**config.mk**
```make
export PLATFORM = sky130hd
export DESIGN_NAME = uart_tx_fifo
export DESIGN_NICKNAME = d
export VERILOG_FILES = /design/src/rtl/uart_pkg.sv /design/src/rtl/uart_sync_fifo.sv /design/src/rtl/uart_tx_fifo.sv
export SDC_FILE = /design/constraint.sdc
export NUM_CORES = 1
export LEC_CHECK = 0
export ABC_AREA = 1
export CORE_ASPECT_RATIO = 0.7
export CORE_UTILIZATION = 40
export CTS_CLUSTER_SIZE = 30
export DETAILED_ROUTE_END_ITERATION = 12
export DONT_BUFFER_PORTS = 1
export MAX_ROUTING_LAYER = met4
export REMOVE_ABC_BUFFERS = 1
export SYNTH_ARGS = -nofsm -noshare
export SYNTH_HDL_FRONTEND = slang
export SYNTH_SLANG_ARGS = --single-unit
```
**constraint.sdc**
```tcl
create_clock -name tx_clk -period 8.6 [get_ports tx_clk]
set_clock_uncertainty 0.15 [all_clocks]
set_input_delay 1.72 -clock tx_clk [delete_from_list [all_inputs] [get_ports tx_clk]]
set_output_delay 1.72 -clock tx_clk [all_outputs]
set_load 0.02 [all_outputs]
```
**src/rtl/uart_pkg.sv**
```systemverilog
// Shared definitions for the buffered UART transmitter: FSM states,
// legal frame-length bounds and the parity helper.
package uart_pkg;

    typedef enum logic [2:0] {
        IDLE   = 3'd0,
        START  = 3'd1,
        DATA   = 3'd2,
        PARITY = 3'd3,
        STOP1  = 3'd4,
        STOP2  = 3'd5
    } uart_state_t;

    localparam logic [3:0] LEN_MIN = 4'd5;
    localparam logic [3:0] LEN_MAX = 4'd8;

    // Even parity (XOR) over the low `length` bits of data; callers invert for odd.
    function automatic logic parity_calc(input logic [7:0] data, input logic [3:0] length);
        logic p;
        p = 1'b0;
        for (int i = 0; i < 8; i++) begin
            if (4'(i) < length) begin
                p = p ^ data[i];
            end
        end
        return p;
    endfunction

endpackage

```
**src/rtl/uart_sync_fifo.sv**
```systemverilog
// Single-clock FIFO with first-word-fall-through read data and an occupancy count.
// DEPTH must be a power of two so the pointers wrap naturally.
module uart_sync_fifo #(
    parameter int WIDTH = 8,
    parameter int DEPTH = 8
) (
    input  logic                   clk,
    input  logic                   rst,
    input  logic                   push,
    input  logic [WIDTH-1:0]       push_data,
    input  logic                   pop,
    output logic [WIDTH-1:0]       pop_data,
    output logic                   full,
    output logic                   empty,
    output logic [$clog2(DEPTH):0] level
);

    localparam int AW = $clog2(DEPTH);
    localparam logic [AW:0] FULL_COUNT = (AW + 1)'(DEPTH);

    logic [WIDTH-1:0] mem [0:DEPTH-1];
    logic [AW-1:0]    wr_ptr;
    logic [AW-1:0]    rd_ptr;
    logic [AW:0]      count;
    logic             push_ok;
    logic             pop_ok;

    assign full     = (count == FULL_COUNT);
    assign empty    = (count == '0);
    assign level    = count;
    assign pop_data = mem[rd_ptr];
    assign push_ok  = push && !full;
    assign pop_ok   = pop && !empty;

    // Storage write; contents need no reset because count gates every read.
    always_ff @(posedge clk) begin
        if (push_ok) begin
            mem[wr_ptr] <= push_data;
        end
    end

    // Pointer and occupancy tracking; rst (active-low) empties the FIFO at once.
    always_ff @(posedge clk or negedge rst) begin
        if (!rst) begin
            wr_ptr <= '0;
            rd_ptr <= '0;
            count  <= '0;
        end else begin
            if (push_ok) begin
                wr_ptr <= wr_ptr + AW'(1);
            end
            if (pop_ok) begin
                rd_ptr <= rd_ptr + AW'(1);
            end
            case ({push_ok, pop_ok})
                2'b10:   count <= count + (AW + 1)'(1);
                2'b01:   count <= count - (AW + 1)'(1);
                default: count <= count;
            endcase
        end
    end

endmodule

```
**src/rtl/uart_tx_fifo.sv**
```systemverilog
// Buffered UART transmitter: words queue in a FIFO and are serialised LSB
// first with a programmable bit period, frame length, parity and stop bits.
//
// Input handshake: a word transfers on a rising edge where in_valid and
// in_ready are both 1. in_ready is simply "FIFO not full"; it does not look
// at the pop in the same cycle, and in_data is ignored on any other edge.
module uart_tx_fifo
    import uart_pkg::*;
#(
    parameter int FIFO_DEPTH = 8,
    parameter int DIV_W      = 16
) (
    input  logic                        tx_clk,
    input  logic                        rst,
    input  logic [DIV_W-1:0]            baud_div,
    input  logic [3:0]                  length,
    input  logic                        parity_en,
    input  logic                        parity_type,
    input  logic                        stop2,
    input  logic [7:0]                  in_data,
    input  logic                        in_valid,
    output logic                        in_ready,
    output logic                        tx,
    output logic                        tx_busy,
    output logic                        tx_done,
    output logic                        tx_err,
    output logic [$clog2(FIFO_DEPTH):0] fifo_level
);

    uart_state_t      state;
    uart_state_t      state_next;
    logic [DIV_W-1:0] cnt;
    logic [DIV_W-1:0] cnt_next;
    logic [2:0]       bit_idx;
    logic [2:0]       bit_idx_next;
    logic             tx_next;
    logic             done_next;
    logic             err_next;
    logic             fetch;

    logic [7:0]       data_lat;
    logic [3:0]       len_lat;
    logic             par_en_lat;
    logic             par_type_lat;
    logic             stop2_lat;
    logic [DIV_W-1:0] baud_lat;

    logic             fifo_pop;
    logic             fifo_full;
    logic             fifo_empty;
    logic [7:0]       fifo_rd_data;

    logic             bit_end;
    logic             last_bit;
    logic             len_ok;
    logic             parity_bit;

    uart_sync_fifo #(
        .WIDTH (8),
        .DEPTH (FIFO_DEPTH)
    ) u_fifo (
        .clk       (tx_clk),
        .rst       (rst),
        .push      (in_valid),
        .push_data (in_data),
        .pop       (fifo_pop),
        .pop_data  (fifo_rd_data),
        .full      (fifo_full),
        .empty     (fifo_empty),
        .level     (fifo_level)
    );

    assign in_ready   = !fifo_full;
    assign tx_busy    = (state != IDLE);
    assign bit_end    = (cnt == baud_lat);
    assign last_bit   = ({1'b0, bit_idx} == (len_lat - 4'd1));
    // Length is judged on the live input because it is latched on this same edge.
    assign len_ok     = (length >= LEN_MIN) && (length <= LEN_MAX);
    assign parity_bit = par_type_lat ? parity_calc(data_lat, len_lat)
                                     : ~parity_calc(data_lat, len_lat);

    // Next-state, next line level and pulse generation; tx is computed one
    // edge early so the registered line changes on the same edge as the state.
    always_comb begin
        state_next   = state;
        cnt_next     = bit_end ? '0 : cnt + DIV_W'(1);
        bit_idx_next = bit_idx;
        tx_next      = tx;
        done_next    = 1'b0;
        err_next     = 1'b0;
        fetch        = 1'b0;
        fifo_pop     = 1'b0;

        case (state)
            IDLE: begin
                fetch = 1'b1;
            end
            START: begin
                if (bit_end) begin
                    state_next   = DATA;
                    bit_idx_next = '0;
                    tx_next      = data_lat[0];
                end
            end
            DATA: begin
                if (bit_end) begin
                    if (last_bit) begin
                        bit_idx_next = '0;
                        if (par_en_lat) begin
                            state_next = PARITY;
                            tx_next    = parity_bit;
                        end else begin
                            state_next = STOP1;
                            tx_next    = 1'b1;
                        end
                    end else begin
                        bit_idx_next = bit_idx + 3'd1;
                        tx_next      = data_lat[bit_idx + 3'd1];
                    end
                end
            end
            PARITY: begin
                if (bit_end) begin
                    state_next = STOP1;
                    tx_next    = 1'b1;
                end
            end
            STOP1: begin
                if (bit_end) begin
                    if (stop2_lat) begin
                        state_next = STOP2;
                        tx_next    = 1'b1;
                    end else begin
                        done_next = 1'b1;
                        fetch     = 1'b1;
                    end
                end
            end
            STOP2: begin
                if (bit_end) begin
                    done_next = 1'b1;
                    fetch     = 1'b1;
                end
            end
            default: begin
                state_next = IDLE;
                tx_next    = 1'b1;
            end
        endcase

        // Idle or end of frame: take the next word straight away if one is waiting.
        if (fetch) begin
            cnt_next     = '0;
            bit_idx_next = '0;
            tx_next      = 1'b1;
            state_next   = IDLE;
            if (!fifo_empty) begin
                fifo_pop = 1'b1;
                if (len_ok) begin
                    state_next = START;
                    tx_next    = 1'b0;
                end else begin
                    err_next = 1'b1;
                end
            end
        end
    end

    // State, counters and registered line outputs.
    always_ff @(posedge tx_clk or negedge rst) begin
        if (!rst) begin
            state   <= IDLE;
            cnt     <= '0;
            bit_idx <= '0;
            tx      <= 1'b1;
            tx_done <= 1'b0;
            tx_err  <= 1'b0;
        end else begin
            state   <= state_next;
            cnt     <= cnt_next;
            bit_idx <= bit_idx_next;
            tx      <= tx_next;
            tx_done <= done_next;
            tx_err  <= err_next;
        end
    end

    // Capture the word and its frame settings at the pop so input changes
    // during the frame cannot disturb it.
    always_ff @(posedge tx_clk or negedge rst) begin
        if (!rst) begin
            data_lat     <= '0;
            len_lat      <= '0;
            par_en_lat   <= 1'b0;
            par_type_lat <= 1'b0;
            stop2_lat    <= 1'b0;
            baud_lat     <= '0;
        end else if (fifo_pop) begin
            data_lat     <= fifo_rd_data;
            len_lat      <= length;
            par_en_lat   <= parity_en;
            par_type_lat <= parity_type;
            stop2_lat    <= stop2;
            baud_lat     <= baud_div;
        end
    end

endmodule

```
Word level (Yosys, flattened, before mapping)
Memories as Yosys holds them, arrays and structs flattened. A register that Yosys moved wholly into a read port is not among the register bits.
Index checks and enable logic that the tools add are counted.

operators by class
  add/subtract/negate cells = 7
  multipliers = 0
  divide/modulo/power cells = 0
  magnitude comparators = 11
  eq/ne operators = 17
  shift operators = 0
  multiplexer cells = 52
  bitwise operators = 8
  reduce and logical (&&, ||, !) cells = 15

operators with widths
  operator                                                                      count
  3-bit two-way mux                                                             12
  16-bit two-way mux                                                            2
  1-bit two-way mux                                                             31
  3-bit != test (second input constant)                                         6
  16-bit by 1-bit adder with 16-bit output (second input constant)              1
  16-bit equality test                                                          1
  3-bit by 4-bit less-than comparator with 1-bit output (first input constant)  4
  3-bit case mux with 5 select lines                                            1
  3-bit by 1-bit adder with 3-bit output (second input constant)                3
  1-bit by 4-bit less-than comparator with 1-bit output (first input constant)  2
  2-bit by 4-bit less-than comparator with 1-bit output (first input constant)  2
  4-bit case mux with 2 select lines                                            1
  4-bit by 1-bit subtractor with 4-bit output (second input constant)           2
  7-bit AND reduction                                                           1
  1-bit XOR                                                                     7
  3-bit by 2-bit equality test with 1-bit output (second input constant)        2
  3-bit equality test (second input constant)                                   2
  3-bit case mux with 2 select lines                                            1
  6-bit AND reduction                                                           1
  3-bit nonzero test                                                            2
  1-bit case mux with 5 select lines                                            1
  4-bit by 1-bit adder with 4-bit output (second input constant)                1
  3-bit by 4-bit equality test with 1-bit output                                1
  4-bit equality test (second input constant)                                   1
  other kinds (18)                                                              22

storage, ports and cells
  bits in registers = 58
  latch bits = 0
  RAM bits = 64
  bits in read-only memories = 0
  input port bits = 34
  output and inout port bits = 9
  memories kept = 1

memories
  memory      words  width  rd ports  clocked after Yosys merged registers in  wr ports  RTL line              RTL
  u_fifo.mem  8      8      1         1                                        1         uart_sync_fifo.sv:21  logic [WIDTH-1:0] mem [0:DEPTH-1];

Depth between registers and ports, before layout
  word-level depth = 23
  gate-level depth with buffers = 19
  gate-level depth less buffers = 17

Modules after synthesis
Synthesis repeated with hierarchy kept, for this count alone.

unflattened totals
  cells, all modules = 758
  area total of the unflattened synthesis = 6,536.3 um2

by module, submodules not included
  module          instances  cells each  area each (um2)
  uart_sync_fifo  1          357         3,399.5
  uart_tx_fifo    1          401         3,136.8

Least setup slack after synthesis
Ideal clock, no wire load.

  kind = input port to flip-flop
  from = input port in_valid
  to = register u_fifo.count[3] (netlist: u_fifo.level[3])
  arrival = 2.970 ns
  path slack = 5.358 ns
  stages = 10
  buffers on the path = 0
  cell sequence = nand2_1 -> ha_1 -> ha_1 -> nand2_1 -> nor2_1 -> a211oi_1 -> nor2_1 -> nor2_1 -> nand2_1 -> xor2_1

on the way
  word-level cells in the longest chain between the ends = 3

ends and longest elaborated chain
  item                                                                                   RTL line              RTL
  start, declared                                                                        uart_tx_fifo.sv:21    input logic in_valid,
  1-bit logical AND *                                                                    uart_sync_fifo.sv:32  assign push_ok = push && !full;
  2-bit by 1-bit equality test with 1-bit output or 2-bit equality test (tied branches)  uart_sync_fifo.sv:55  case ({push_ok, pop_ok})
  4-bit case mux with 2 select lines or 2-bit nonzero test (tied branches)               n/a
  end signal, assigned                                                                   uart_sync_fifo.sv:56  2'b10: count <= count + (AW + 1)'(1);
  end signal, assigned                                                                   uart_sync_fifo.sv:57  2'b01: count <= count - (AW + 1)'(1);
  end signal, assigned                                                                   uart_sync_fifo.sv:58  default: count <= count;
  end, declared                                                                          uart_sync_fifo.sv:24  logic [AW:0] count;

Mark *: on every way between the ends. The rest lies on a longest branch, timed or not.
A chain may end at the register's enable or synchronous reset.

Worst setup path in the final report
  from = register cnt[12]
  to = register u_fifo.count[3] (netlist: u_fifo.level[3])

on the way
  word-level cells in the longest chain between the ends = 7

ends and longest elaborated chain
  item                                                                                   RTL line                                  RTL
  start, declared                                                                        uart_tx_fifo.sv:32                        logic [DIV_W-1:0] cnt;
  start signal, assigned                                                                 uart_tx_fifo.sv:180                       cnt <= cnt_next;
  16-bit equality test *                                                                 uart_tx_fifo.sv:75                        assign bit_end = (cnt == baud_lat);
  1-bit two-way mux, on equally long branches                                            uart_tx_fifo.sv:140, uart_tx_fifo.sv:129
  1-bit case mux with 3 select lines *                                                   uart_tx_fifo.sv:94                        case (state)
  1-bit two-way mux *                                                                    uart_tx_fifo.sv:152                       if (fetch) begin
  1-bit logical AND *                                                                    uart_sync_fifo.sv:33                      assign pop_ok = pop && !empty;
  2-bit by 1-bit equality test with 1-bit output or 2-bit equality test (tied branches)  uart_sync_fifo.sv:55
  4-bit case mux with 2 select lines or 2-bit nonzero test (tied branches)               n/a

Marks and branches as above.

==> summary.txt <==
Outcome
  – Status: finished clean

Worst setup path
  – Crit-path max cell delay: 0.40 ns
  – Crit path max fanout: 44
  – CP Launch Type: flip-flop
  – Most used cell, CP: nor2_1
  – CP Capture Type: flip-flop
  – Sum of buffers and inverters on the critical path: 2
  – R2R setup slack: 4.97 ns
  – Critical-path cell list: inv_2 > or2_1 > nand4_1 > nor3_2 > nand2_2 > o21ai_4 > nand2_4 > inv_6 > ha_1 > ha_1 > nand2_1 > nor2_1 > a211oi_1 > nor2_1 > nor2_1 > nand2_1 > xor2_1
  – Crit path max-delay family: simple AND/OR/NAND/NOR gates
  – Data required, critical path: 8.75 ns
  – Critical-path top delay cell: dfrtp_1
  – RR Startpoint: cnt[12]
  – Reg2reg end: u_fifo.level[3]
  – Path depth of the worst reg2reg path: 17
  – Crit path kind: reg -> reg
  – Critical path origin: cnt[12]
  – Critical path arrival: 3.78 ns

Route
  – DRC violations left: 0
  – Initial drt markers: 344
  – Antenna Nets Post-Route: 0
  – Via count: 4,339
  – DRT Wirelength: 13.4 mm
  – Drt wl/cell: 16.1 um
  – Drt via density: 5.21
  – Pre-antenna DRT Iters: 4

Global routing
  – GRT Resource Usage Total: 19.3%
  – First-pass GRT wire length: 21.8 mm
  – Total congestion overflow: 0
  – Number of global-route vias before repair: 4,237
  – Pin count of the biggest net entering global routing: 67
  – Antenna violations before repair: 0

Finish
  – Commonest non-fill, non-tap cells in the layout: 131 x nand2_1, 74 x nor2_1, 65 x dfrtp_1, 64 x edfxtp_1, 57 x o21ai_0
  – Most common cell after layout, fill and taps aside: nand2_1
  – Area growth from synthesis to layout: 11.2%
  – Final instance count without filler cells: 833
  – Core Util, Final: 45.8%
  – Fin nets: 671
  – ANT cells: 0
  – Share of layout cells above drive strength 1: 7.21%

Floorplanning
  – Io pins: 43
  – Die height: 105 um
  – Row count: 37
  – Die ar.: 15,600 um^2
  – Horiz. Die Dim: 149 um
  – Starting density of the core: 41.1%
  – Core area: 14,700 um^2

STA
  – TNS Setup: 0 ns
  – Setup WS post-layout: 4.97 ns
  – Rel. slew slack: 27.9%
  – Setup violators final: 0
  – RSZ-0062 raised after global routing: no
  – Tcrit/Tclk final: 42.2%
  – FMAX: 0.276 GHz
  – Final slew viol count: 0
  – Hold Violations, Final: 0
  – Hold slack final: 0.336 ns
  – Worst Tran Pin Value: 1.08 ns
  – Shortest period the worst path allows: 3.63 ns

Logic synthesis
  – Synthesized area per cell: 9.74 um^2
  – Synth Warn #: 0
  – Cell count after synthesis: 622
  – Top cell type by total area after synthesis: edfxtp_1
  – Top cell type's share of synthesized area: 31.7%
  – Register bit total from synthesis: 130
  – Post-Syn Area: 6060 um^2
  – Register area share after synthesis: 59.0%
  – Post-synthesis cell type count: 39
  – Synth area leaders: edfxtp_1 32%, dfrtp_1 27%, nand2_1 8.1%, o21ai_0 4.7%, nor2_1 4.6%

Clock tree
  – CTS tree: built
  – Clock Pin Slew Worst Setup and Hold Paths: 0.05 ns
  – CTS Buf Count: 17
  – Hold buffer count at cts: 0
  – Clock buffer depth: 2
  – Clock net sink count: 130
  – Worst-Skew Late Latency: 0.42 ns
  – Root Buffer: clkbuf_16
  – Post-CTS Resized: 0
  – H-tree level count: 4
  – Setup bufs post-CTS: 0

Placement
  – RePlAce Congestion: 0.857
  – Placed cells: 801
  – HPWL Detailed: 8.93 mm
  – Count of input and output buffers: 0
  – Worst slack at placement: 4.95 ns

Job
  – Maxcap violations: 0

Min path
  – Worst min-delay path startpoint: stop2_lat
  – Hold Path Depth: 2
  – Hold/Removal Path Class: reg -> reg
  – Worst Hold End: stop2_lat

Power
  – Peak supply drop: 0.136 mV
  – Leak: 2.73 nW
  – Pwr dens: 194 nW/um^2
cells in the mapped netlist:
| cell | count |
|---|---|
| o31ai_1 | 1 |
| dfrtp_1 | 65 |
| ha_1 | 11 |
| o211a_1 | 1 |
| dfstp_2 | 1 |
| nor3_2 | 2 |
| a211oi_1 | 1 |
| nand4_1 | 8 |
| nor3_1 | 6 |
| nor4_2 | 1 |
| nor2_1 | 74 |
| or2_1 | 2 |
| nand3_1 | 35 |
| o21ai_1 | 10 |
| edfxtp_1 | 64 |
| xor2_1 | 9 |
| or2_2 | 4 |
| o221ai_1 | 16 |
| xnor2_1 | 16 |
| inv_6 | 1 |
| fa_1 | 1 |
| o21ai_2 | 2 |
| o211ai_1 | 1 |
| clkinv_1 | 2 |
| buf_6 | 4 |
| o21ai_0 | 57 |
| inv_1 | 51 |
| nand2_1 | 131 |
| a31oi_1 | 1 |
| o21ai_4 | 1 |
| nor2_2 | 1 |
| nand2_4 | 1 |
| buf_4 | 1 |
| nand2_2 | 2 |
| clkbuf_1 | 9 |
| buf_1 | 1 |
| a21oi_1 | 22 |
| inv_2 | 4 |
| buf_2 | 2 |
metal layers:
layer / vias to the layer above / global-route usage, % / part of all wire [%]
met2: 101 / 25.5 / 41
li1: 2115 / - / -
met1: 2105 / 27.2 / 51
met3: 18 / 6.77 / 5.7
met5: - / - / 0
met4: 0 / 6.49 / 1.6
stage by stage:
| stage | area (um^2) | total power, W |
|---|---|---|
| 3_3_place_gp | 6210 | 0.000668 |
| 5_1_grt | 6740 | 0.00135 |
| 4_1_cts | 6740 | 0.00132 |
| 6_report | 6740 | 0.00131 |
| 3_5_place_dp | 6210 | 0.000668 |
| 2_1_floorplan | 5960 | 0.000667 |
worst max path at each step:
stage / endpoint / slack (ns) / cells past startpoint
after floorplan: u_fifo.level[3] / 5.36 / 10
after global placement: u_fifo.level[3] / 5.10 / 17
after detailed placement: u_fifo.level[3] / 4.95 / 16
after CTS: u_fifo.level[3] / 4.96 / 17
after global routing: u_fifo.level[3] / 4.71 / 16
final: u_fifo.level[3] / 4.97 / 17
flip-flops by register name (all words and copies together) (netlist names), 3 cells and up:
register and cells:
u_fifo.wr_ptr 3, baud_lat 16, len_lat 4, u_fifo.mem 64, data_lat 8, u_fifo.rd_ptr 3
cnt 16, bit_idx 3, state 3, u_fifo.level 4
worst register-to-register path, cell delays in order, from the launching register on:
cell and delay, ns:
dfrtp_1 0.40, inv_2 0.09, or2_1 0.10, nand4_1 0.09
nor3_2 0.27, nand2_2 0.17, o21ai_4 0.28, nand2_4 0.27
inv_6 0.37, ha_1 0.29, ha_1 0.28, nand2_1 0.09
nor2_1 0.05, a211oi_1 0.25, nor2_1 0.07, nor2_1 0.09
nand2_1 0.07, xor2_1 0.14
cell type report:
type                    count  area, um^2
well taps                 195         244
multi-input cells         417        2160
fillers                  1372        7990
flip-flops and latches    130        3570
clock inverters             7        62.6
repair buffers              1        7.51
clock buffers              25         465
inverters                  58         223
logic make-up (layout without fill, tap and decap cells):
| logic type | Yosys count | after routing | synth area share [%] |
|---|---|---|---|
| simple gates | 267 | 267 | 18.6 |
| flops | 130 | 130 | 59.0 |
| compound gates | 113 | 113 | 10.9 |
| buf+inv | 75 | 91 | 5.33 |
| xor+xnor | 25 | 25 | 3.61 |
| fa+ha+maj | 12 | 12 | 2.60 |
power by group:
| part | internal (W) | leakage (nW) | total (W) | switching (W) |
|---|---|---|---|---|
| logic | 0.000000451 | 1.13 | 0.00000179 | 0.00000134 |
| clock network | 0.000402 | 0.259 | 0.000650 | 0.000248 |
| registers | 0.000654 | 1.34 | 0.000654 | 0 |
| total | 0.00106 | 2.73 | 0.00131 | 0.000250 |
Note: power is estimated with default switching activity, not from simulation.
